File: config.mk
export PLATFORM = sky130hd
export DESIGN_NAME = serial_frame_shifter
export DESIGN_NICKNAME = d
export VERILOG_FILES = /design/src/rtl/serial_frame_shifter.sv
export SDC_FILE = /design/constraint.sdc
export NUM_CORES = 1
export LEC_CHECK = 0
export BUFFER_PORTS_ARGS = -buffer_cell sky130_fd_sc_hd__buf_2
export CORE_AREA = 4 4 128 130
export CTS_CLUSTER_SIZE = 12
export DETAILED_ROUTE_END_ITERATION = 16
export DIE_AREA = 0 0 132 134
export PLACE_DENSITY = 0.76
export SYNTH_ARGS = -nofsm -noshare
export SYNTH_HDL_FRONTEND = slang
export SYNTH_SLANG_ARGS = --single-unit
File: constraint.sdc
create_clock -name clk -period 6.8 [get_ports clk]
set_clock_uncertainty 0.2 [all_clocks]
set_input_delay 1.02 -clock clk [delete_from_list [all_inputs] [get_ports clk]]
set_output_delay 1.02 -clock clk [all_outputs]
set_load 0.02 [all_outputs]
File: src/rtl/serial_frame_shifter.sv
// Multi-lane serial shifter for word-latched display chains: frames are double-buffered,
// shifted out one bit per ena tick, with a shared latch strobe after every word.
module serial_frame_shifter #(
    parameter int NUM_DIGITS   = 6,
    parameter int DIGIT_WIDTH  = 8,
    parameter int NUM_CHANNELS = 2,
    parameter int LATCH_WIDTH  = 1,
    parameter int LSB_FIRST    = 0
) (
    input  logic                                               clk,
    input  logic                                               rst,
    input  logic                                               ena,
    input  logic                                               frame_valid,
    output logic                                               frame_ready,
    input  logic [NUM_CHANNELS-1:0][NUM_DIGITS*DIGIT_WIDTH-1:0] frame_data,
    output logic [NUM_CHANNELS-1:0]                            ser_out,
    output logic                                               latch_out,
    output logic                                               busy,
    output logic                                               frame_done
);

    localparam int FW  = NUM_DIGITS * DIGIT_WIDTH;
    localparam int BCW = $clog2(DIGIT_WIDTH + 1);
    localparam int WCW = $clog2(NUM_DIGITS + 1);
    localparam int LCW = $clog2(LATCH_WIDTH + 1);
    localparam logic [BCW-1:0] BIT_LAST   = BCW'(DIGIT_WIDTH - 1);
    localparam logic [WCW-1:0] WORD_LAST  = WCW'(NUM_DIGITS - 1);
    localparam logic [LCW-1:0] LATCH_LAST = LCW'(LATCH_WIDTH - 1);

    typedef enum logic [1:0] {ST_IDLE, ST_SHIFT, ST_LATCH} state_t;

    state_t         state_reg, state_next;
    logic           hold_full_reg;
    logic [BCW-1:0] bit_cnt_reg;
    logic [WCW-1:0] word_cnt_reg;
    logic [LCW-1:0] latch_cnt_reg;
    logic           latch_out_reg;
    logic           frame_done_reg;

    logic [FW-1:0]  hold_reg  [NUM_CHANNELS];
    logic [FW-1:0]  shift_reg [NUM_CHANNELS];
    logic           ser_reg   [NUM_CHANNELS];

    logic accept;
    logic load;
    logic bit_adv;
    logic word_adv;
    logic latch_start;
    logic latch_tick;
    logic latch_end;
    logic frame_end;
    logic go_idle;

    assign accept      = frame_valid && !hold_full_reg;
    assign frame_ready = !hold_full_reg;
    assign busy        = (state_reg != ST_IDLE);
    assign latch_out   = latch_out_reg;
    assign frame_done  = frame_done_reg;
    assign go_idle     = frame_end && !load;

    always_comb begin
        state_next  = state_reg;
        load        = 1'b0;
        bit_adv     = 1'b0;
        word_adv    = 1'b0;
        latch_start = 1'b0;
        latch_tick  = 1'b0;
        latch_end   = 1'b0;
        frame_end   = 1'b0;
        case (state_reg)
            ST_IDLE: begin
                if (hold_full_reg) begin
                    load       = 1'b1;
                    state_next = ST_SHIFT;
                end
            end
            ST_SHIFT: begin
                if (ena) begin
                    if (bit_cnt_reg == BIT_LAST) begin
                        latch_start = 1'b1;
                        state_next  = ST_LATCH;
                    end else begin
                        bit_adv = 1'b1;
                    end
                end
            end
            ST_LATCH: begin
                if (ena) begin
                    latch_tick = 1'b1;
                    if (latch_cnt_reg == LATCH_LAST) begin
                        latch_end = 1'b1;
                        if (word_cnt_reg == WORD_LAST) begin
                            frame_end = 1'b1;
                            // Back-to-back frames: the held frame loads on the final latch tick
                            if (hold_full_reg) begin
                                load       = 1'b1;
                                state_next = ST_SHIFT;
                            end else begin
                                state_next = ST_IDLE;
                            end
                        end else begin
                            word_adv   = 1'b1;
                            state_next = ST_SHIFT;
                        end
                    end
                end
            end
            default: state_next = ST_IDLE;
        endcase
    end

    always_ff @(posedge clk or posedge rst) begin
        if (rst) begin
            state_reg      <= ST_IDLE;
            hold_full_reg  <= 1'b0;
            bit_cnt_reg    <= '0;
            word_cnt_reg   <= '0;
            latch_cnt_reg  <= '0;
            latch_out_reg  <= 1'b0;
            frame_done_reg <= 1'b0;
        end else begin
            state_reg      <= state_next;
            frame_done_reg <= frame_end;

            if (accept) begin
                hold_full_reg <= 1'b1;
            end else if (load) begin
                hold_full_reg <= 1'b0;
            end

            if (bit_adv) begin
                bit_cnt_reg <= bit_cnt_reg + 1'b1;
            end else if (latch_start || load) begin
                bit_cnt_reg <= '0;
            end

            if (word_adv) begin
                word_cnt_reg <= word_cnt_reg + 1'b1;
            end else if (frame_end) begin
                word_cnt_reg <= '0;
            end

            if (latch_end) begin
                latch_cnt_reg <= '0;
            end else if (latch_tick) begin
                latch_cnt_reg <= latch_cnt_reg + 1'b1;
            end

            if (latch_start) begin
                latch_out_reg <= 1'b1;
            end else if (latch_end) begin
                latch_out_reg <= 1'b0;
            end
        end
    end

    // ser_reg always shows the bit that the next SHIFT tick consumes; shift_reg holds the rest
    generate
        for (genvar gi = 0; gi < NUM_CHANNELS; gi++) begin : g_lane
            always_ff @(posedge clk) begin
                if (accept) begin
                    hold_reg[gi] <= frame_data[gi];
                end
            end

            if (LSB_FIRST != 0) begin : g_lsb
                always_ff @(posedge clk or posedge rst) begin
                    if (rst) begin
                        shift_reg[gi] <= '0;
                        ser_reg[gi]   <= 1'b0;
                    end else if (load) begin
                        ser_reg[gi]   <= hold_reg[gi][0];
                        shift_reg[gi] <= hold_reg[gi] >> 1;
                    end else if (bit_adv || word_adv) begin
                        ser_reg[gi]   <= shift_reg[gi][0];
                        shift_reg[gi] <= shift_reg[gi] >> 1;
                    end else if (go_idle) begin
                        ser_reg[gi]   <= 1'b0;
                    end
                end
            end else begin : g_msb
                always_ff @(posedge clk or posedge rst) begin
                    if (rst) begin
                        shift_reg[gi] <= '0;
                        ser_reg[gi]   <= 1'b0;
                    end else if (load) begin
                        ser_reg[gi]   <= hold_reg[gi][FW-1];
                        shift_reg[gi] <= hold_reg[gi] << 1;
                    end else if (bit_adv || word_adv) begin
                        ser_reg[gi]   <= shift_reg[gi][FW-1];
                        shift_reg[gi] <= shift_reg[gi] << 1;
                    end else if (go_idle) begin
                        ser_reg[gi]   <= 1'b0;
                    end
                end
            end

            assign ser_out[gi] = ser_reg[gi];
        end
    endgenerate

endmodule

==> impl_results.md, run 1 <==
* Core area at approximately 15,000 µm²
* Critical Path Most Common Cell: mux2_2
* Top post-synthesis cells by count: mux2_2 (112), dfrtp_1 (109), edfxtp_1 (96)
* Slowest CP cell: buf_4
* Synth async-reset ratio at between 50% and 60%
* Final-layout fill cell count at roughly 1,100
* Routed WL at about 15,000 µm
* Synth Flop Type: dfrtp_1
* Clock Path Buffers at 3
* Clk sink count at 205
* First-pass GRT wire length at about 24,000 µm
* Antenna Diode Count at 0
* Mapped Avg Cell Area at around 16 µm²
* Leading area contributor after synthesis: edfxtp_1
* Grt total ovfl at 0
* Sw Ratio at a little over a quarter
* CP Max Fanout at 80
* Largest net degree at the start of global routing at a little over 80
* Max Slew Vio Count at 0
* Ranking of synthesized cells by area: edfxtp_1 (35%), dfrtp_1 (33%), mux2_2 (15%)
* WS Path Type: in -> reg
* CP endpoint kind: register
* Peak per-stage delay on the critical path at a little over 0.9 ns
* Chip height at around 130 µm
* Area Growth Syn to Fin at 15.2%
* Setup-failing EPs final at 0
* Initial antenna violation count at 1
* DRC viols at 0
* Cell count after synthesis at 522
* Hold Crit Class: reg -> reg
* Hold-fix buffers at CTS at 0
* CP arrival at 3.92 ns
* DIE AREA at roughly 18,000 µm²
* CP delay by family, top: buffers and inverters
* Compound-Gate Fraction of Synth Area at 4.53%
* Tmin final at about 3.7 ns
* I/O pin count at between 100 and 150
* Die width at approximately 130 µm
* Sw power at between 1000 and 1500 µW
* Latest clock arrival within the worst-skew pair at 0.49 ns
* Root buf cell: clkbuf_16
* Largest register FFs at between 90 and 100
* Top-area cell type share of the netlist area at 34.9%
* Highest clock rate at between 0.2 and 0.3 GHz
* Register share of total power at a little under half
* Worst slew margin at roughly 24%
* Buffers on Ports at ~110
* First-pass DRT Iterations at 5
* Largest family of logic cells by synthesized area: multiplexers
* Clock Power Share at 27.1%
* Combinational Power Share at between 20% and 30%
* Pwr/cell area at about 420 nW/µm²
* Layout cells sized above 1 at about 41%
* WP buf/inv at 2
* Placer congestion estimate at between 0.7 and 0.8
* Per-cell routed wire length at 17.5 µm
* # resized after CTS at 0
* Worst Tran Pin Value at roughly 1.1 ns
* Fin. Hold Viols at 0
* Max_cap viols at 0
* Initial Util at a little over half
* Simple-gate share of the synthesized area at around 4.5%
* P_leak at around 0.0039 µW
* YS warnings at 0
* Post-Syn Nets at approximately 630
* Sequential share of the synthesized area at roughly two thirds
* Most frequent cell after synthesis: mux2_2
* Clk slew on worst S/H paths at around 0.060 ns
* Nets at approximately 730
* Setup TNS at 0 ns
* Core Rows at 45
* Worst Setup Start Kind: input pin
* Worst IR Drop VDD at 0.272 mV
* Post-Syn Area at 8260 µm²
* Via density at around 5.5
* Outcome: finished, final reports clean
* #FFs+latches synth at slightly above 200
* Power Total at 4040 µW
* Clock buffer count from CTS at 22
* Cell chain of the critical path: buf_2 > nand4bb_1 > o22ai_4 > buf_4 > mux2_2 > mux2_2
* Worst EP required at ~7.0 ns
* Cell-internal power at between 2000 and 3000 µW
* Final HPWL DP at roughly 9200 µm
* DRT iter0 DRCs at 257
* Overall Global Routing Usage at around 17%
* Post-CTS setup buffer count at 0
* Vias in the first global route at a little under 5,000
* CTS tree: yes
* Mux cell area share after synthesis at around 19%
* Post-Synth Adder-Cell Area at less than 1%
* Detail Route Antenna Nets at 0
* Yosys cell types at 43
* Via count at 4,582
* RSZ-0062 raised after global routing: false
* Crit share post-route at a little under three fifths
* H-tree levels at 1
* Post-synth EDFFs at 96
* Post-Synth XOR/XNOR Area at 0%
## logic make-up (layout without fill, tap and decap cells)
kind of cell	after synthesis	in the layout
AOI/OAI and AO/OA	60	60
adders and majority gates	3	3
buffers and inverters	37	158
DFF	205	205
muxes	146	146
and+or+nand+nor	71	71
## routing by layer
metal  vias to the layer above  part of all wire (%)  GRT usage [%]
met5                         -                 0.048              0
met4                         2                   2.5           4.90
met3                        35                   5.2           3.56
met2                       128                    49           29.0
met1                      2271                    43           21.8
li1                       2146                     -              -
## worst register-to-register path: stages (launching register included)
cell and delay [ns]:
dfrtp_1 0.50, nand4bb_1 0.55, o22ai_4 0.63, buf_4 0.91
mux2_2 0.54, mux2_2 0.27
## worst paths after layout
path,endpoint,cells past startpoint,start,slack [ns]
min reg2reg,shift_reg[19],1,hold_reg[0][66],0.28
min,shift_reg[19],1,hold_reg[0][66],0.28
max in group asynchronous,shift_reg[63],3,rst,4.78
max,shift_reg[89],6,ena,3.05
min in group asynchronous,frame_done,2,rst,0.40
max reg2reg,shift_reg[89],5,state_reg[0],3.09
## power groups by stage
stage	clock [µW]	combinational (µW)	sequential (µW)
2_1_floorplan	0	922	1840
3_3_place_gp	0	1020	1870
3_5_place_dp	0	1090	1890
4_1_cts	1120	1090	1870
5_1_grt	1180	1190	1910
6_report	1090	1070	1870
## layout make-up
type | instances | area [µm²] | share of cell area [%]
sequential | 205 | 5610 | 58.9
multi-input combinational | 280 | 2400 | 25.2
clock buffer | 36 | 656 | 6.89
timing repair buffer | 112 | 578 | 6.07
tap | 188 | 235 | 2.47
inverter | 7 | 28.8 | 0.302
clock inverter | 3 | 12.5 | 0.131
## cell usage in the layout, fill, tap and decap left out, types with 2 or more instances in the layout
cell type / instances
and2_1: 5
edfxtp_1: 96
a31o_2: 2
a221o_1: 3
buf_4: 7
ha_1: 3
o31ai_1: 3
clkbuf_1: 11
a21oi_1: 3
clkinv_1: 2
clkbuf_16: 24
nand2_1: 8
mux2_2: 112
nor3b_1: 2
inv_1: 6
nor2_1: 6
o21ai_0: 11
or2_2: 2
o21ai_1: 28
a32o_1: 2
nand3_1: 37
mux2i_1: 34
dfrtp_1: 109
buf_2: 105
## stage by stage
| stage | area, µm² | std cells | util, % | setup WS [ns] | hold WS (ns) |
|---|---|---|---|---|---|
| 4_1_cts | 9520 | 831 | 62.9 | 3.09 | 0.278 |
| 3_3_place_gp | 8850 | 792 | 58.5 | 2.67 | 0.262 |
| 2_1_floorplan | 8260 | 522 | - | 0.836 | 0.245 |
| 3_5_place_dp | 8850 | 792 | 58.5 | 2.56 | 0.263 |
| 5_1_grt | 9520 | 831 | 62.9 | 2.90 | 0.290 |
| 6_report | 9520 | 831 | 62.9 | 3.05 | 0.275 |
(Power assumes the default switching activity.)
==> run 2, diff against run 1 <==
==> constraint.sdc (replaced) <==
create_clock -name clk -period 3.56 [get_ports clk]
set_clock_uncertainty 0.2 [all_clocks]
set_input_delay 0.534 -clock clk [delete_from_list [all_inputs] [get_ports clk]]
set_output_delay 0.534 -clock clk [all_outputs]
set_load 0.02 [all_outputs]
==> impl_results.md, run 2 (synthesis gave the netlist of run 1 again) <==
* Crit share post-route at between 70 and 80%
* Worst slew margin at 59.6% (was 24.3%)
* Power Total at 7850 µW (was 4040 µW)
* CP startpoint: state_reg[0] (was ena)
* Final worst setup slack at 0.788 ns (was 3.05 ns)
* Highest clock rate at ~0.36 GHz
* Area Growth Syn to Fin at 22.8% (was 15.2%)
* Hold slack at 0.0131 ns (was 0.275 ns)
* P_leak at 0.00418 µW (was 0.00390 µW)
* Area post-placement at 8920 µm² (was 8850 µm²)
* Worst Setup Start Kind: register (was input pin)
* Cell chain of the critical path: nand4bb_1 > o22ai_4 > buf_12 > mux2_2 > mux2_2 (was buf_2 > nand4bb_1 > o22ai_4 > buf_4 > mux2_2 > mux2_2)
* DRT iter0 DRCs at 265 (was 257)
* H-tree levels at 1 (unchanged)
* Via density at 5.38 (was 5.51)
* Most frequent cells in the layout: mux2_2 (112), dfrtp_1 (109), buf_2 (105) (unchanged)
* RR Startpoint: state_reg[0] (unchanged)
* First-pass DRT Iterations at 4 (was 5)
* Core Rows at 45 (unchanged)
* Clock buffer count from CTS at 22 (unchanged)
* Initial Util at 54.6% (unchanged)
* Final HPWL DP at 8820 µm (was 9180 µm)
* Detail Route Antenna Nets at 0 (unchanged)
* DRC viols at 0 (unchanged)
* I/O pin count at 106 (unchanged)
* CP delay by family, top: multiplexers (was buffers and inverters)
* Peak per-stage delay on the critical path at 0.54 ns (was 0.91 ns)
* Vias in the first global route at 5,109 (was 4,915)
* Most common cell after layout, fill and taps aside: mux2_2 (unchanged)
* Max Slew Vio Count at 0 (unchanged)
* Core area at 15,100 µm² (unchanged)
* WP buf/inv at 1 (was 2)
* RSZ-0062 raised after global routing: false (unchanged)
* Clk sink count at 205 (unchanged)
* Layout cells sized above 1 at 38.4% (was 40.6%)
* Critical Path Most Common Cell: mux2_2 (unchanged)
* Via count at 4,778 (was 4,582)
* Hold Crit Class: in -> async (was reg -> reg)
* Post-CTS setup buffer count at 0 (unchanged)
* Setup TNS at 0 ns (unchanged)
* CP arrival at 2.94 ns (was 3.92 ns)
* Placer congestion estimate at 0.731 (was 0.775)
* Initial antenna violation count at 0 (was 1)
* Clk slew on worst S/H paths at 0.06 ns (about the same)
* Clock Path Buffers at 3 (unchanged)
* Grt total ovfl at 0 (unchanged)
* Setup-failing EPs final at 0 (unchanged)
* CP endpoint kind: register (unchanged)
* Final-layout fill cell count at 1,046 (was 1,108)
* Fin. Hold Viols at 0 (unchanged)
* Routed WL at 14,900 µm (was 14,600 µm)
* Pwr/cell area at 773 nW/µm² (was 424 nW/µm²)
* Worst EP required at 3.73 ns (was 6.97 ns)
* Latest clock arrival within the worst-skew pair at 0.49 ns (about the same)
* CP Max Fanout at 71 (was 80)
* DIE AREA at 17,700 µm² (unchanged)
* Tmin final at around 2.8 ns
* First-pass GRT wire length at 25,100 µm (was 24,400 µm)
* Slowest CP cell: nand4bb_1 (was buf_4)
* Worst IR Drop VDD at 0.444 mV (was 0.272 mV)
* WS Path Type: reg -> reg (was in -> reg)
* Overall Global Routing Usage at 17.3% (was 16.9%)
* Worst Tran Pin Value at 0.606 ns (was 1.14 ns)
* Max_cap viols at 0 (unchanged)
* Antenna Diode Count at 0 (unchanged)
* Pre-CTS WS at 0.733 ns (was 2.56 ns)
* Die width at 132 µm (unchanged)
* CTS tree: yes (unchanged)
* Outcome: finished, final reports clean (unchanged)
* Per-cell routed wire length at 16.8 µm (was 17.5 µm)
* Buffers on Ports at 105 (unchanged)
* Chip height at 134 µm (unchanged)
* Design area at 10,100 µm² (was 9520 µm²)
* Largest net degree at the start of global routing at 110 (was 81)
* Nets at 788 (was 731)
* Largest register FFs at 96 (unchanged)
* Root buf cell: clkbuf_16 (unchanged)
run 2: final cells by class:
class                   count  area, µm²  share of cell area (%)
clock inverters             5       48.8                   0.481
inverters                   7       30.0                   0.296
clock buffers              34        647                    6.37
well taps                 188        235                    2.32
repair buffers            169       1180                    11.6
flip-flops and latches    205       5610                    55.3
multi-input cells         280       2400                    23.7
run 2: path summary, 6_finish.rpt:
kind                                        end  slack, ns  depth (start not counted)
worst min register to register    shift_reg[93]       0.27                          1
worst max-delay path              shift_reg[31]       0.79                          5
max in group asynchronous         shift_reg[50]       2.72                          3
min in group clk                hold_reg[0][31]       0.02                          1
worst min-delay path              shift_reg[20]       0.01                          3
worst max register to register    shift_reg[31]       0.79                          5
run 2: routing by layer:
metal | GRT usage (%) | wire [µm] | vias to the layer above
met5 | 0 | 0 | -
met4 | 4.90 | 358 | 0
met3 | 3.75 | 666 | 28
met2 | 29.8 | 7510 | 108
met1 | 22.3 | 6390 | 2373
li1 | - | - | 2269
run 2: power by group:
part / internal [µW] / switching (µW)
combinational: 1200 / 916
clock: 1320 / 850
sequential: 3230 / 341
total: 5740 / 2110
run 2: worst reg2reg max path, stage by stage (launching register included):
cell and delay (ns):
dfrtp_1 0.49, nand4bb_1 0.54, o22ai_4 0.36, buf_12 0.40
mux2_2 0.40, mux2_2 0.27
run 2: timing repair:
item / CTS / global route
hold endpoints to repair: 50 / 3
resized for setup: 0 / 0
hold buffers: 50 / 3
run 2: stage by stage:
stage | utilization [%] | instances
6_report | 67.0 | 888
5_1_grt | 67.0 | 888
3_5_place_dp | 58.9 | 796
3_3_place_gp | 58.9 | 796
4_1_cts | 66.8 | 885
2_1_floorplan | - | 522
